File: src/rtl/clk_div_bank.sv
// Bank of independent integer clock dividers sharing one clock, with per-channel
// ratio updates that take effect only on a period boundary, plus a lock indicator.
module clk_div_bank #(
    parameter int NUM_CH      = 4,
    parameter int DIV_W       = 8,
    parameter int DEF_DIV     = 2,
    parameter int LOCK_CYCLES = 16
) (
    input  logic              clk,
    input  logic              rst,
    input  logic [NUM_CH-1:0] ch_en,
    input  logic              cfg_valid,
    output logic              cfg_ready,
    input  logic [2:0]        cfg_ch,
    input  logic [DIV_W-1:0]  cfg_div,
    output logic [NUM_CH-1:0] clk_out,
    output logic              locked
);

    localparam int         LCW      = $clog2(LOCK_CYCLES + 1);
    localparam logic [3:0] NUM_CH_L = 4'(NUM_CH);

    logic [DIV_W-1:0] d_act    [NUM_CH];
    logic [DIV_W-1:0] p        [NUM_CH];
    logic [DIV_W-1:0] pend_div [NUM_CH];
    logic [NUM_CH-1:0] pend;
    logic [NUM_CH-1:0] commit;
    logic [NUM_CH-1:0] wrap;
    logic [7:0]        pend_ext;
    logic              in_range;
    logic              accept;
    logic [LCW-1:0]    lock_cnt;

    function automatic logic [DIV_W-1:0] clamp_div(input logic [DIV_W-1:0] d);
        return (d < DIV_W'(2)) ? DIV_W'(2) : d;
    endfunction

    always_comb begin
        pend_ext               = '0;
        pend_ext[NUM_CH-1:0]   = pend;
        in_range               = {1'b0, cfg_ch} < NUM_CH_L;
        // Out-of-range writes are always taken and dropped so the master never stalls.
        cfg_ready              = in_range ? ~pend_ext[cfg_ch] : 1'b1;
        accept                 = cfg_valid & cfg_ready & in_range;
    end

    always_comb begin
        for (int i = 0; i < NUM_CH; i++) begin
            wrap[i]   = (p[i] == d_act[i] - DIV_W'(1));
            commit[i] = pend[i] & (~ch_en[i] | wrap[i]);
        end
    end

    always_ff @(posedge clk) begin
        if (rst) begin
            for (int i = 0; i < NUM_CH; i++) begin
                d_act[i] <= DIV_W'(DEF_DIV);
                p[i]     <= '0;
            end
            pend    <= '0;
            clk_out <= '0;
        end else begin
            for (int i = 0; i < NUM_CH; i++) begin
                clk_out[i] <= ch_en[i] & (p[i] < (d_act[i] >> 1));
                if (!ch_en[i] || wrap[i] || commit[i]) begin
                    p[i] <= '0;
                end else begin
                    p[i] <= p[i] + DIV_W'(1);
                end
                // Commit and accept are mutually exclusive: ready is low while pending.
                if (commit[i]) begin
                    d_act[i] <= pend_div[i];
                    pend[i]  <= 1'b0;
                end
                if (accept && cfg_ch == 3'(i)) begin
                    pend[i] <= 1'b1;
                end
            end
        end
    end

    always_ff @(posedge clk) begin
        for (int i = 0; i < NUM_CH; i++) begin
            if (accept && cfg_ch == 3'(i)) begin
                pend_div[i] <= clamp_div(cfg_div);
            end
        end
    end

    always_ff @(posedge clk) begin
        if (rst) begin
            lock_cnt <= '0;
        end else if (accept || (|pend)) begin
            lock_cnt <= '0;
        end else if (lock_cnt != LCW'(LOCK_CYCLES)) begin
            lock_cnt <= lock_cnt + LCW'(1);
        end
    end

    assign locked = (lock_cnt == LCW'(LOCK_CYCLES));

endmodule

File: config.mk
export PLATFORM = sky130hd
export DESIGN_NAME = clk_div_bank
export DESIGN_NICKNAME = d
export VERILOG_FILES = /design/src/rtl/clk_div_bank.sv
export SDC_FILE = /design/constraint.sdc
export NUM_CORES = 1
export LEC_CHECK = 0
export BUFFER_PORTS_ARGS = -buffer_cell sky130_fd_sc_hd__buf_2
export CAP_MARGIN = 10
export CORE_MARGIN = 5
export CORE_UTILIZATION = 60
export DETAILED_ROUTE_END_ITERATION = 8
export GPL_TIMING_DRIVEN = 0
export HOLD_SLACK_MARGIN = 0.1
export MAX_ROUTING_LAYER = met4
export PLACE_DENSITY = 0.84
export SLEW_MARGIN = 40
export SYNTH_ARGS = -nofsm -noshare
export SYNTH_HDL_FRONTEND = slang
export SYNTH_SLANG_ARGS = --single-unit
File: constraint.sdc
create_clock -name clk -period 5.31 [get_ports clk]
set_input_delay 1.062 -clock clk [delete_from_list [all_inputs] [get_ports clk]]
set_output_delay 1.062 -clock clk [all_outputs]
set_load 0.1 [all_outputs]
# --- Word level (Yosys, flattened, before mapping) ---
# Memories as Yosys holds them, arrays and structs flattened.
# Index checks and enable logic that the tools add are counted.
word_totals:
  wordCells: 171
  ram_bits: 96
  reg_bits: 13
  memories: 3
memory_table:
  columns: ["name", "words", "width", "rd", "rd_clocked_by_memory_dff", "write_ports", "line_no", "text"]
  rows:
  - ["d_act", 4, 8, 4, 0, 4, "23", "logic [DIV_W-1:0] d_act [NUM_CH];"]
  - ["p", 4, 8, 4, 0, 4, "24", "logic [DIV_W-1:0] p [NUM_CH];"]
  - ["pend_div", 4, 8, 4, 0, 1, "25", "logic [DIV_W-1:0] pend_div [NUM_CH];"]
classes:
  n_reduce_logical: 27
  muxes: 79
  n_bitwise: 31
  n_eq_ne: 9
  magnitude_cmp: 7
  add_sub_neg: 9
op_table:
  columns: ["op", "n"]
  rows:
  - ["two-way mux 8 bit", 16]
  - ["two-way mux 1 bit", 59]
  - ["adder 8 x 1 -> 8 bit, second input constant", 4]
  - ["equality test 8 bit", 4]
  - ["less-than comparator 8 x 7 -> 1 bit", 4]
  - ["subtractor 8 x 1 -> 8 bit, second input constant", 4]
  - ["OR reduction 8 bit", 3]
  - ["bitwise OR 1 bit", 16]
  - ["bitwise AND 1 bit", 10]
  - ["logical OR 1 bit", 9]
  - ["less-than comparator 8 x 2 -> 1 bit, second input constant", 1]
  - ["nonzero test 2 bit", 4]
  - ["equality test 3 x 2 -> 1 bit, second input constant", 2]
  - ["two-way mux 2 bit", 3]
  - ["adder 5 x 1 -> 5 bit, second input constant", 1]
  - ["equality test 5 bit, second input constant", 1]
  - ["!= test 5 bit, second input constant", 1]
  - ["NOT 1 bit", 5]
  - ["logical AND 1 bit", 4]
  - ["zero test 1 bit", 4]
  - ["less-than comparator 3 x 4 -> 1 bit, second input constant", 1]
  - ["OR reduction 4 bit", 1]
  - ["binary-select mux 1 bit (select 3 bit)", 1]
  - ["equality test 3 x 1 -> 1 bit, second input constant", 1]
  - ["3 further kinds", 3]

# --- Logic depth before layout (Yosys ltp) ---
# Gate-level depths: netlist of the first run.
depth:
  depth_word: 13
  mapped_depth: 9
  depth_no_buf: 8

# --- Worst setup path after synthesis of the first run ---
# OpenSTA, ideal clock, no wires.
synth_path:
  path_type: "input-to-output"
  start: "in cfg_ch[0]"
  end: "out cfg_ready"
  path_buffers: 0
  slack_ps: 1991
  path_stages: 2
  required_time_ps: 4248
  arrival_ps: 2257
  cell_sequence: "mux4_2 > nand2b_1"
synth_between:
  elab_chain_len: 4
  elab_cells_between_ends: 5
  classes_between: "1 x order compare; 3 x mux; 1 x bitwise"
synth_rtl:
  columns: ["item", "line_no", "text"]
  rows:
  - ["from (decl)", "14", "input logic [2:0] cfg_ch,"]
  - ["binary-select mux 1 bit (select 3 bit)", "43", "cfg_ready = in_range ? ~pend_ext[cfg_ch] : 1'b1;"]
  - ["two-way mux 1 bit (implied by the code)", "43", null]
  - ["NOT 1 bit", "43", null]
  - ["two-way mux 1 bit *", "43", null]
  - ["to (decl)", "13", "output logic cfg_ready,"]
# Every way passes the cells marked *; elsewhere a longest branch is shown, timed or not. The select of a mux whose other input is x is not followed.

# --- Worst setup path in the final report of the first run ---
# Same ends and word-level chain as after synthesis.

==> run_results.csv, run 1 <==
group,metric,value,unit
global_routing,gr-total-overflow,0,
die,placementRows,36,
synth,avgSynthCellArea,11.3,µm²
hold_path,hold_path.class,"reg -> reg",
setup_path,path_cells,"buf_2 > mux4_2 > nand2b_1 > buf_2",
die,initial_utilization,61.3,%
setup_path,slowest_stage,"mux4_2",
global_routing,grt_max_degree,18,
clock_tree,cts_buffer_depth,2,
clock_tree,cts_resized,0,
synth,yosysWarnings,0,
power,powerDensity,250,nW/µm²
die,die_h,110,µm
job,maxCapViolCount,0,
power,power_frac_seq,61.3,%
setup_path,startpoint,"cfg_ch[0]",
place,dp_hpwl,8300,µm
route,drt.antenna.violating_nets,0,
clock_tree,cts_tree,"yes",
setup_path,r2r_slack,2.32,ns
layout,fin_util,67.3,%
layout,multiInputGateArea,2780,µm²
clock_tree,postCtsSetupBuffers,0,
route,first_pass_iters,4,
global_routing,antenna_found_initial,0,
layout,design_area,6580,µm²
power,switching_share,25.9,%
place,pre_cts_slack,1.96,ns
place,port_buffers,21,
setup_path,r2r-end,"d_act[1][6]",
run_status,status,"complete, no violations",
global_routing,grt_pass1_wl,19200,µm
setup_path,ff2ff_path_depth,8,
global_routing,grt_pass1_vias,4233,
sta,slew_headroom,54.3,%
route,drt_iter0_drc,292,
setup_path,worst_path_largest_cell_delay,0.57,ns
power,clockPowerShare,27.0,%
layout,area_growth_syn_to_layout,9.93,%
sta,fin_crit,3.43,ns
setup_path,endpoint_kind,"output pin",
setup_path,crit_fanout,7,
synth,ys_ff_latch,109,
route,drc,0,
hold_path,hp-start,"pend_div[0][1]",
clock_tree,root_buffer,"clkbuf_8",
sta,rsz0062_at_grt,"false",
synth,synth_ff_type,"edfxtp_1",
clock_tree,ctsHtreeMaxLevel,3,
power,ir_drop,0.000184,V
sta,clock_skew,0.0173,ns
power,power.leakage,0.00261,µW
sta,setup_ws,1.88,ns
synth,seq_area_frac_synth,52.5,%
setup_path,worstPathArrival,2.36,ns
setup_path,criticalPathCategory,"in -> out",
setup_path,cp_common_cell,"buf_2",
route,drt-total-wl,11100,µm
setup_path,r2r_start,"d_act[1][0]",
sta,min_period_over_period,64.5,%
clock_tree,path_clk_slew,0.10,ns
setup_path,cp.required,4.25,ns
die,die_x,110,µm
layout,diodes,0,
layout,layout.nets,645,
sta,finalMaxSlewViolations,0,
place,place_area,6400,µm²
clock_tree,cts_hold_buf,0,
power,combPwrFrac,11.7,%
sta,fmax,292,MHz
synth,synth-edff-count,96,
sta,setup_tns,0,ns
layout,layout-drive-gt1-share,8.19,%
clock_tree,cts-buffers-inserted,9,
die,io_pins,24,
setup_path,crit_end,"cfg_ready",
die,dieArea,12100,µm²
synth,synth_cells,530,
clock_tree,clock_latency,0.36,ns
power,p_int,1220,µW
place,place_congestion,0.869,
global_routing,gr-usage-all-layers,20.9,%
layout,nFillCells,725,
die,core_area,9770,µm²
power,finalPower,1650,µW
power,p_switching,427,µW
synth,async_reset_ff_share,0,%
route,via_count,4039,
layout,ff_latch_area,3140,µm²
route,viasPerCell,5.53,
sta,tightest_slew,0.679,ns
route,wl_per_cell,15.2,µm
synth,syn_area,5990,µm²
clock_tree,cts_num_sinks,109,
sta,hold_violations,0,
setup_path,crit_path_start_kind,"primary input",
synth,synth_cell_type_count,62,
sta,setup_viol,0,
-- power by group through the flow --
stage | Clock (µW) | Combinational [µW] | Sequential, µW
6_report | 445 | 192 | 1010
5_1_grt | 493 | 216 | 1020
4_1_cts | 454 | 190 | 1010
3_5_place_dp | 0 | 189 | 1030
3_3_place_gp | 0 | 176 | 1030
2_1_floorplan | 0 | 133 | 1030
-- flip-flops by register name (all words and copies together) (netlist names) --
register  flops
lock_cnt      5
d_act        32
pend          4
p            32
pend_div     32
clk_out       4
-- per-layer routing --
metal	track usage [%]	up-vias	wire length, µm
li1	-	1998	-
met1	26.8	1937	4950
met4	6.59	0	134
met3	3.88	15	467
met5	-	-	0
met2	34.0	89	5540
-- cells by family after synthesis --
logic type / share of synthesized area, %
other: 0.0626
adder cells (fa/ha/maj): 7.11
multiplexers: 0.878
flip-flops: 52.5
buffers and inverters: 3.72
AND/OR/NAND/NOR: 18.0
XOR/XNOR: 9.51
AO/OA/AOI/OAI: 8.23
-- worst min-delay path by stage --
stage                             end  slack [ns]  depth (start not counted)
after global routing      d_act[3][1]        0.53                          1
after floorplan           lock_cnt[4]        0.47                          2
after detailed placement  d_act[3][1]        0.49                          1
after CTS                 d_act[3][1]        0.50                          1
after global placement    d_act[2][1]        0.49                          1
final                     d_act[0][1]        0.50                          1
-- per-stage QoR --
step | cells | hold slack [ns]
3_5_place_dp | 715 | 0.488
4_1_cts | 731 | 0.499
6_report | 731 | 0.504
2_1_floorplan | 561 | 0.471
5_1_grt | 731 | 0.526
3_3_place_gp | 715 | 0.486
-- cells in the mapped netlist (2+ instances only) --
cell type,count,share of area [%]
or2_1,3,0.31
or3b_1,2,0.29
nor2b_1,9,0.94
o211a_1,2,0.33
a32o_1,2,0.33
o21ai_0,3,0.25
nand4_1,6,0.63
xnor2_1,39,5.7
dfxtp_1,13,4.3
and3b_1,2,0.29
xor2_1,26,3.8
nor4b_1,4,0.59
nor3_1,10,0.84
nand2b_1,13,1.4
clkbuf_1,10,0.63
nand3b_1,4,0.50
inv_1,47,2.9
a21o_1,12,1.5
ha_1,34,7.1
o21ai_1,4,0.33
o21a_1,4,0.50
mux2i_1,3,0.50
nor4_1,8,0.84
a2111oi_0,2,0.29
o2111ai_1,2,0.29
nor3b_1,3,0.38
nand3_1,18,1.5
or4_1,4,0.50
nand2_1,18,1.1
and2_1,16,1.7
o22ai_1,2,0.21
a31oi_1,3,0.31
a211oi_1,8,1.0
a211o_1,2,0.29
nor2_1,49,3.1
and3_1,17,1.8
a21oi_1,6,0.50
edfxtp_1,96,48
-- worst max-delay path, delay by kind of cell --
family        cells  cell delay, ns
buf+inv           2            0.63
mux               1            0.57
simple gates      1            0.10
-- layout make-up --
type                       count  area share (%)
buffer                        12           0.703
clock buffer                  11            2.00
clock inverter                 5           0.532
inverter                      47            2.68
multi-input combinational    393            42.2
sequential                   109            47.8
tap                          133            2.53
timing repair buffer          21            1.60
-- cells in the final DEF, fill, tap and decap left out, types with 3 or more instances in the layout --
cell	instances
clkbuf_8	9
dfxtp_1	13
buf_2	22
a211oi_1	8
nand2_1	18
clkbuf_1	12
xor2_1	26
nand4_1	6
nand2b_1	13
nor4b_1	3
or4_1	4
mux2i_1	3
o21ai_1	4
inv_1	47
or2_1	3
ha_1	34
nand3b_1	4
a21o_1	12
and2_1	16
o21ai_0	3
edfxtp_1	96
nor3_1	9
a31oi_1	3
o21a_1	4
nor4_1	7
nor2b_1	9
nand3_1	18
a21oi_1	6
and3_1	17
nor2_1	49
conb_1	32
xnor2_1	39
No activity file was read; power rests on OpenSTA's default activity.
==> run 2, diff against run 1 <==
--- a/config.mk
+++ b/config.mk
@@ -5,15 +5,16 @@
 export SDC_FILE = /design/constraint.sdc
 export NUM_CORES = 1
 export LEC_CHECK = 0
+export ABC_AREA = 1
 export BUFFER_PORTS_ARGS = -buffer_cell sky130_fd_sc_hd__buf_2
 export CAP_MARGIN = 10
 export CORE_MARGIN = 5
-export CORE_UTILIZATION = 60
+export CORE_UTILIZATION = 56
 export DETAILED_ROUTE_END_ITERATION = 8
 export GPL_TIMING_DRIVEN = 0
 export HOLD_SLACK_MARGIN = 0.1
 export MAX_ROUTING_LAYER = met4
-export PLACE_DENSITY = 0.84
+export PLACE_DENSITY = 0.82
 export SLEW_MARGIN = 40
 export SYNTH_ARGS = -nofsm -noshare
 export SYNTH_HDL_FRONTEND = slang
==> constraint.sdc (replaced) <==
create_clock -name clk -period 3 [get_ports clk]
set_input_delay 0.6 -clock clk [delete_from_list [all_inputs] [get_ports clk]]
set_output_delay 0.6 -clock clk [all_outputs]
set_load 0.1 [all_outputs]
==> run 2 against run 1 <==
Die area up 9.2%; worst setup slack worse by 1.2 ns; non-clock buffer count down 2; largest power group unchanged; synthesized area up 2.8%.
==> run_results.csv, run 2 <==
group,metric,value,unit
route,viasPerCell,5.00,
synth,synth_ff_type,"edfxtp_1",
route,via_count,4511,
global_routing,grt_pass1_vias,4475,
synth,syn_area,6160,µm²
setup_path,ff2ff_path_depth,13,
sta,rsz0062_at_grt,"false",
clock_tree,cts_resized,0,
clock_tree,ctsHtreeMaxLevel,3,
synth,yosysWarnings,0,
global_routing,grt_max_degree,18,
die,placementRows,38,
setup_path,cp.required,2.40,ns
hold_path,hold_end,"lock_cnt[4]",
setup_path,worstPathArrival,1.76,ns
route,drt-total-wl,11400,µm
layout,area_growth_syn_to_layout,10.0,%
setup_path,crit_fanout,5,
synth,seq_area_frac_synth,51.0,%
synth,synth_area_leaders,"edfxtp_1 (47%), nand2_1 (8.3%), inv_1 (6.9%), ha_1 (6.9%), nor2_1 (6.8%)",
global_routing,gr-usage-all-layers,19.1,%
place,port_buffers,23,
hold_path,hp-start,"lock_cnt[4]",
die,initial_utilization,57.0,%
power,powerDensity,437,nW/µm²
clock_tree,cts_num_sinks,109,
route,drc,0,
clock_tree,clock_latency,0.37,ns
global_routing,grt_pass1_wl,19600,µm
layout,instances_no_fill,902,
synth,synth-edff-count,96,
place,placed_cells,886,
clock_tree,cts-buffers-inserted,9,
clock_tree,postCtsSetupBuffers,0,
power,ir_drop,0.000344,V
power,finalPower,2960,µW
sta,finalMaxSlewViolations,0,
sta,min_period_over_period,78.7,%
setup_path,crit_path_start_kind,"flop",
place,place_congestion,0.892,
hold_path,hold_depth,2,
setup_path,r2r_start,"d_act[2][0]",
layout,layout-drive-gt1-share,8.53,%
sta,setup_viol,0,
die,io_pins,24,
route,wl_per_cell,12.7,µm
job,maxCapViolCount,0,
sta,clock_skew,0.00895,ns
die,core_area,10800,µm²
synth,post-synth-top-count-cell,"nand2_1",
global_routing,gr-total-overflow,0,
route,drt_iter0_drc,243,
global_routing,antenna_found_initial,0,
synth,synth_top_area_share,46.8,%
die,die_x,115,µm
setup_path,r2r-end,"d_act[2][6]",
layout,layout_common_cells,"nand2_1 (136), inv_1 (114), nor2_1 (112)",
die,dieArea,13200,µm²
synth,synth_cells,692,
synth,synth_cell_type_count,31,
layout,diodes,0,
layout,top_regs,"d_act x32, p x32, pend_div x32",
hold_path,hold_path.class,"reg -> reg",
die,die_h,115,µm
layout,nFillCells,872,
sta,hold_ws,0.479,ns
synth,async_reset_ff_share,0,%
clock_tree,cts_hold_buf,0,
synth,avgSynthCellArea,8.90,µm²
synth,yosysTopAreaCell,"edfxtp_1",
setup_path,r2r_slack,0.66,ns
clock_tree,cts_tree,"yes",
synth,ys_ff_latch,109,
route,drt.antenna.violating_nets,0,
route,first_pass_iters,5,
layout,layout_commonest_cell,"nand2_1",
power,power.leakage,0.00309,µW
sta,setup_tns,0,ns
sta,slew_headroom,55.8,%
sta,hold_violations,0,
layout,layout.nets,809,
setup_path,criticalPathCategory,"reg -> out",
synth,synth_common_cells,"nand2_1 (136), inv_1 (114), nor2_1 (112), edfxtp_1 (96), nand3_1 (52)",
sta,fin_crit,2.36,ns
clock_tree,cts_buffer_depth,2,
run_status,status,"complete, no violations",
sta,tightest_slew,0.659,ns
clock_tree,root_buffer,"clkbuf_8",
setup_path,endpoint_kind,"output pin",
sta,fmax,424,MHz
place,dp_hpwl,8840,µm
clock_tree,path_clk_slew,0.09,ns
-- run 2: logic make-up (layout without fill, tap and decap cells) --
kind of cell,Yosys count,after routing,share of synthesized area (%)
adders and majority gates,34,34,6.91
AOI/OAI and AO/OA,30,30,2.93
DFF,109,109,51.0
other,1,32,0.0609
xor gates and xnor gates,44,44,6.26
buffers and inverters,124,163,7.58
and+or+nand+nor,350,350,25.2
-- run 2: area by class of cell --
| type | count | area [µm²] | area share [%] |
|---|---|---|---|
| tap | 140 | 175 | 2.59 |
| sequential | 109 | 3140 | 46.4 |
| multi-input combinational | 490 | 2680 | 39.6 |
| timing repair buffer | 23 | 115 | 1.70 |
| clock inverter | 6 | 63.8 | 0.942 |
| inverter | 116 | 435 | 6.43 |
| clock buffer | 10 | 128 | 1.88 |
| buffer | 8 | 31.3 | 0.462 |
-- run 2: metal layers --
layer	share of wire [%]	GRT usage [%]	wire [µm]
met1	44	23.0	4980
met2	51	32.7	5870
met3	3.9	3.11	444
met4	1.2	6.65	140
met5	0	-	0
-- run 2: where the power goes --
group | leakage (µW) | internal (µW) | total, µW | switching (µW)
logic | 0.00195 | 116 | 327 | 212
clock network | 0.0000939 | 385 | 864 | 478
registers | 0.00104 | 1710 | 1770 | 59.8
-- run 2: through the flow --
stage               instance area [µm²]  utilization, %  setup WS (ns)
floorplan                          6280               -          0.566
global placement                   6570            60.9          0.478
detailed placement                 6580            61.0          0.630
CTS                                6780            62.8          0.610
global route                       6780            62.8          0.512
finish                             6780            62.8          0.640
-- run 2: worst max path at each step --
stage                            from              to  slack [ns]  depth (start not counted)
final                     lock_cnt[0]          locked        0.64                          5
after global routing      lock_cnt[0]          locked        0.51                          5
after CTS                 lock_cnt[0]          locked        0.61                          5
after detailed placement          rst     d_act[2][6]        0.63                          5
after global placement      cfg_ch[0]  pend_div[2][7]        0.48                          7
after floorplan           lock_cnt[0]          locked        0.57                          4
-- run 2: critical path: stages, from the launching register on --
cell and delay [ns]:
dfxtp_1 0.34, inv_1 0.08, ha_1 0.14, nand2_1 0.06, nor3_2 0.27, buf_2 0.50
==> run 3, diff against run 2 <==
--- a/config.mk
+++ b/config.mk
@@ -5,16 +5,16 @@
 export SDC_FILE = /design/constraint.sdc
 export NUM_CORES = 1
 export LEC_CHECK = 0
-export ABC_AREA = 1
+export ABC_AREA = 0
 export BUFFER_PORTS_ARGS = -buffer_cell sky130_fd_sc_hd__buf_2
 export CAP_MARGIN = 10
 export CORE_MARGIN = 5
-export CORE_UTILIZATION = 56
+export CORE_UTILIZATION = 60
 export DETAILED_ROUTE_END_ITERATION = 8
 export GPL_TIMING_DRIVEN = 0
 export HOLD_SLACK_MARGIN = 0.1
 export MAX_ROUTING_LAYER = met4
-export PLACE_DENSITY = 0.82
+export PLACE_DENSITY = 0.84
 export SLEW_MARGIN = 40
 export SYNTH_ARGS = -nofsm -noshare
 export SYNTH_HDL_FRONTEND = slang
==> constraint.sdc (replaced) <==
create_clock -name clk -period 2.25 [get_ports clk]
set_input_delay 0.45 -clock clk [delete_from_list [all_inputs] [get_ports clk]]
set_output_delay 0.45 -clock clk [all_outputs]
set_load 0.1 [all_outputs]
==> run 3 against run 2 <==
Largest power group unchanged; the run now ends with setup timing left; sequential share of layout area decreased by 4.0 points; critical path depth rose by 1; final area grew 9.4%; highest routed layer unchanged; combinational power rose by 88%; global-route usage rose by 2.6 points; sequential power is 35% higher.
==> run_results.csv, run 3 (synthesis results as in run 1) <==
group,metric,value,unit
run_status,status,"finished, violations left",
run_status,violations,"setup timing",
power,switching_share,27.2,%
power,powerDensity,553,nW/µm²
die,die_h,110,µm
sta,fin_crit,2.39,ns
layout,nFillCells,550,
layout,fin_util,75.8,%
layout,top_regs,"d_act x32, p x32, pend_div x32",
die,dieArea,12100,µm²
route,first_pass_iters,5,
power,clockPowerShare,26.6,%
die,io_pins,24,
place,port_buffers,21,
sta,hold_violations,0,
clock_tree,cts_buffer_depth,2,
clock_tree,root_buffer,"clkbuf_8",
clock_tree,ctsHtreeMaxLevel,3,
layout,layout_common_cells,"edfxtp_1 (96), inv_1 (43), xnor2_1 (37)",
die,core_area,9770,µm²
die,die_x,110,µm
job,maxCapViolCount,0,
global_routing,antenna_found_initial,0,
clock_tree,clock_latency,0.38,ns
sta,tightest_slew,0.737,ns
sta,finalMaxSlewViolations,0,
sta,clock_skew,0.0124,ns
place,place_congestion,0.811,
power,power.leakage,0.00288,µW
clock_tree,cts-buffers-inserted,9,
die,initial_utilization,61.3,%
global_routing,grt_max_degree,18,
power,p_int,2980,µW
power,p_switching,1110,µW
layout,area_growth_syn_to_layout,23.8,%
sta,min_period_over_period,106,%
global_routing,gr-usage-all-layers,21.8,%
setup_path,criticalPathCategory,"reg -> reg",
route,viasPerCell,5.84,
setup_path,cp_common_cell,"or4_4",
power,finalPower,4100,µW
global_routing,grt_pass1_wl,19800,µm
setup_path,endpoint_kind,"flop",
layout,layout-drive-gt1-share,24.9,%
clock_tree,path_clk_slew,0.09,ns
sta,fmax,418,MHz
global_routing,grt_pass1_vias,4337,
setup_path,worstPathArrival,2.62,ns
power,ir_drop,0.000483,V
power,combPwrFrac,15.0,%
setup_path,slowest_stage,"or4_4",
route,drc,0,
power,power_frac_seq,58.4,%
clock_tree,cts_num_sinks,109,
setup_path,worst_path_largest_cell_delay,0.58,ns
route,drt-total-wl,14200,µm
setup_path,crit_fanout,8,
place,dp_hpwl,8130,µm
sta,rsz0062_at_grt,"true",
layout,layout_commonest_cell,"edfxtp_1",
route,drt.antenna.violating_nets,0,
die,placementRows,36,
sta,slew_headroom,50.9,%
sta,setup_ws,-0.140,ns
route,wl_per_cell,18.4,µm
hold_path,hold_path.class,"in -> reg",
place,pre_cts_slack,-0.322,ns
layout,multiInputGateArea,3240,µm²
route,via_count,4499,
layout,ff_latch_area,3140,µm²
route,drt_iter0_drc,383,
layout,diodes,0,
setup_path,path_cells,"or4_4 > or4_4 > nand3_4 > nand4b_4 > a211oi_4 > and2_1",
layout,layout.nets,685,
clock_tree,cts_tree,"yes",
sta,setup_viol,75,
global_routing,gr-total-overflow,0,
setup_path,cp.required,2.48,ns
setup_path,crit_path_start_kind,"flop",
-- run 3: power groups by stage --
stage / Clock, µW / Combinational (µW) / Sequential [µW]
after floorplan: 0 / 330 / 2430
after global placement: 0 / 430 / 2430
after detailed placement: 0 / 458 / 2430
after CTS: 1080 / 522 / 2380
after global routing: 1180 / 669 / 2400
final: 1090 / 616 / 2390
-- run 3: layout make-up --
cell class / instances / area share (%)
Multi-Input combinational cell: 394 / 43.7
Sequential cell: 109 / 42.4
Timing Repair Buffer: 60 / 6.16
Inverter: 47 / 2.38
Tap cell: 133 / 2.25
Clock buffer: 12 / 1.96
Buffer: 12 / 0.760
Clock inverter: 4 / 0.338
-- run 3: metal layers --
metal | vias to the layer above | track usage, % | wire length, µm
met5 | - | - | 0
met4 | 0 | 7.84 | 344
met3 | 37 | 4.17 | 848
met2 | 185 | 35.7 | 7240
met1 | 2200 | 27.0 | 5750
li1 | 2077 | - | -
-- run 3: timing repair --
item | 4_1_cts | 5_1_grt
setup buffers | 30 | 10
gates resized for setup | 32 | 76
gates cloned | 1 | 0
pin swaps | 21 | 44
endpoints found under the setup margin | 97 | 99
hold buffers | 0 | 0
-- run 3: stage by stage --
stage	std cells	instance area [µm²]	setup TNS, ns	hold slack, ns
after floorplan	561	6180	0	0.471
after global placement	715	6450	-8.29	0.488
after detailed placement	715	6470	-15.30	0.487
after CTS	761	7010	-2.18	0.371
after global routing	771	7410	-9.96	0.416
final	771	7410	-4.76	0.408
-- run 3: final timing paths --
kind | slack (ns) | cells after the start | startpoint | endpoint
worst max-delay path | -0.14 | 6 | d_act[3][2] | d_act[3][2]
worst max register to register | -0.14 | 6 | d_act[3][2] | d_act[3][2]
worst min-delay path | 0.41 | 2 | ch_en[0] | pend[0]
worst min register to register | 0.51 | 1 | pend_div[2][1] | d_act[2][1]
-- run 3: worst max-delay path: cells and delay by family (launching register included) --
kind	cells	cell delay, ns
AND/OR/NAND/NOR	5	1.44
flip-flops	1	0.45
AO/OA/AOI/OAI	1	0.36
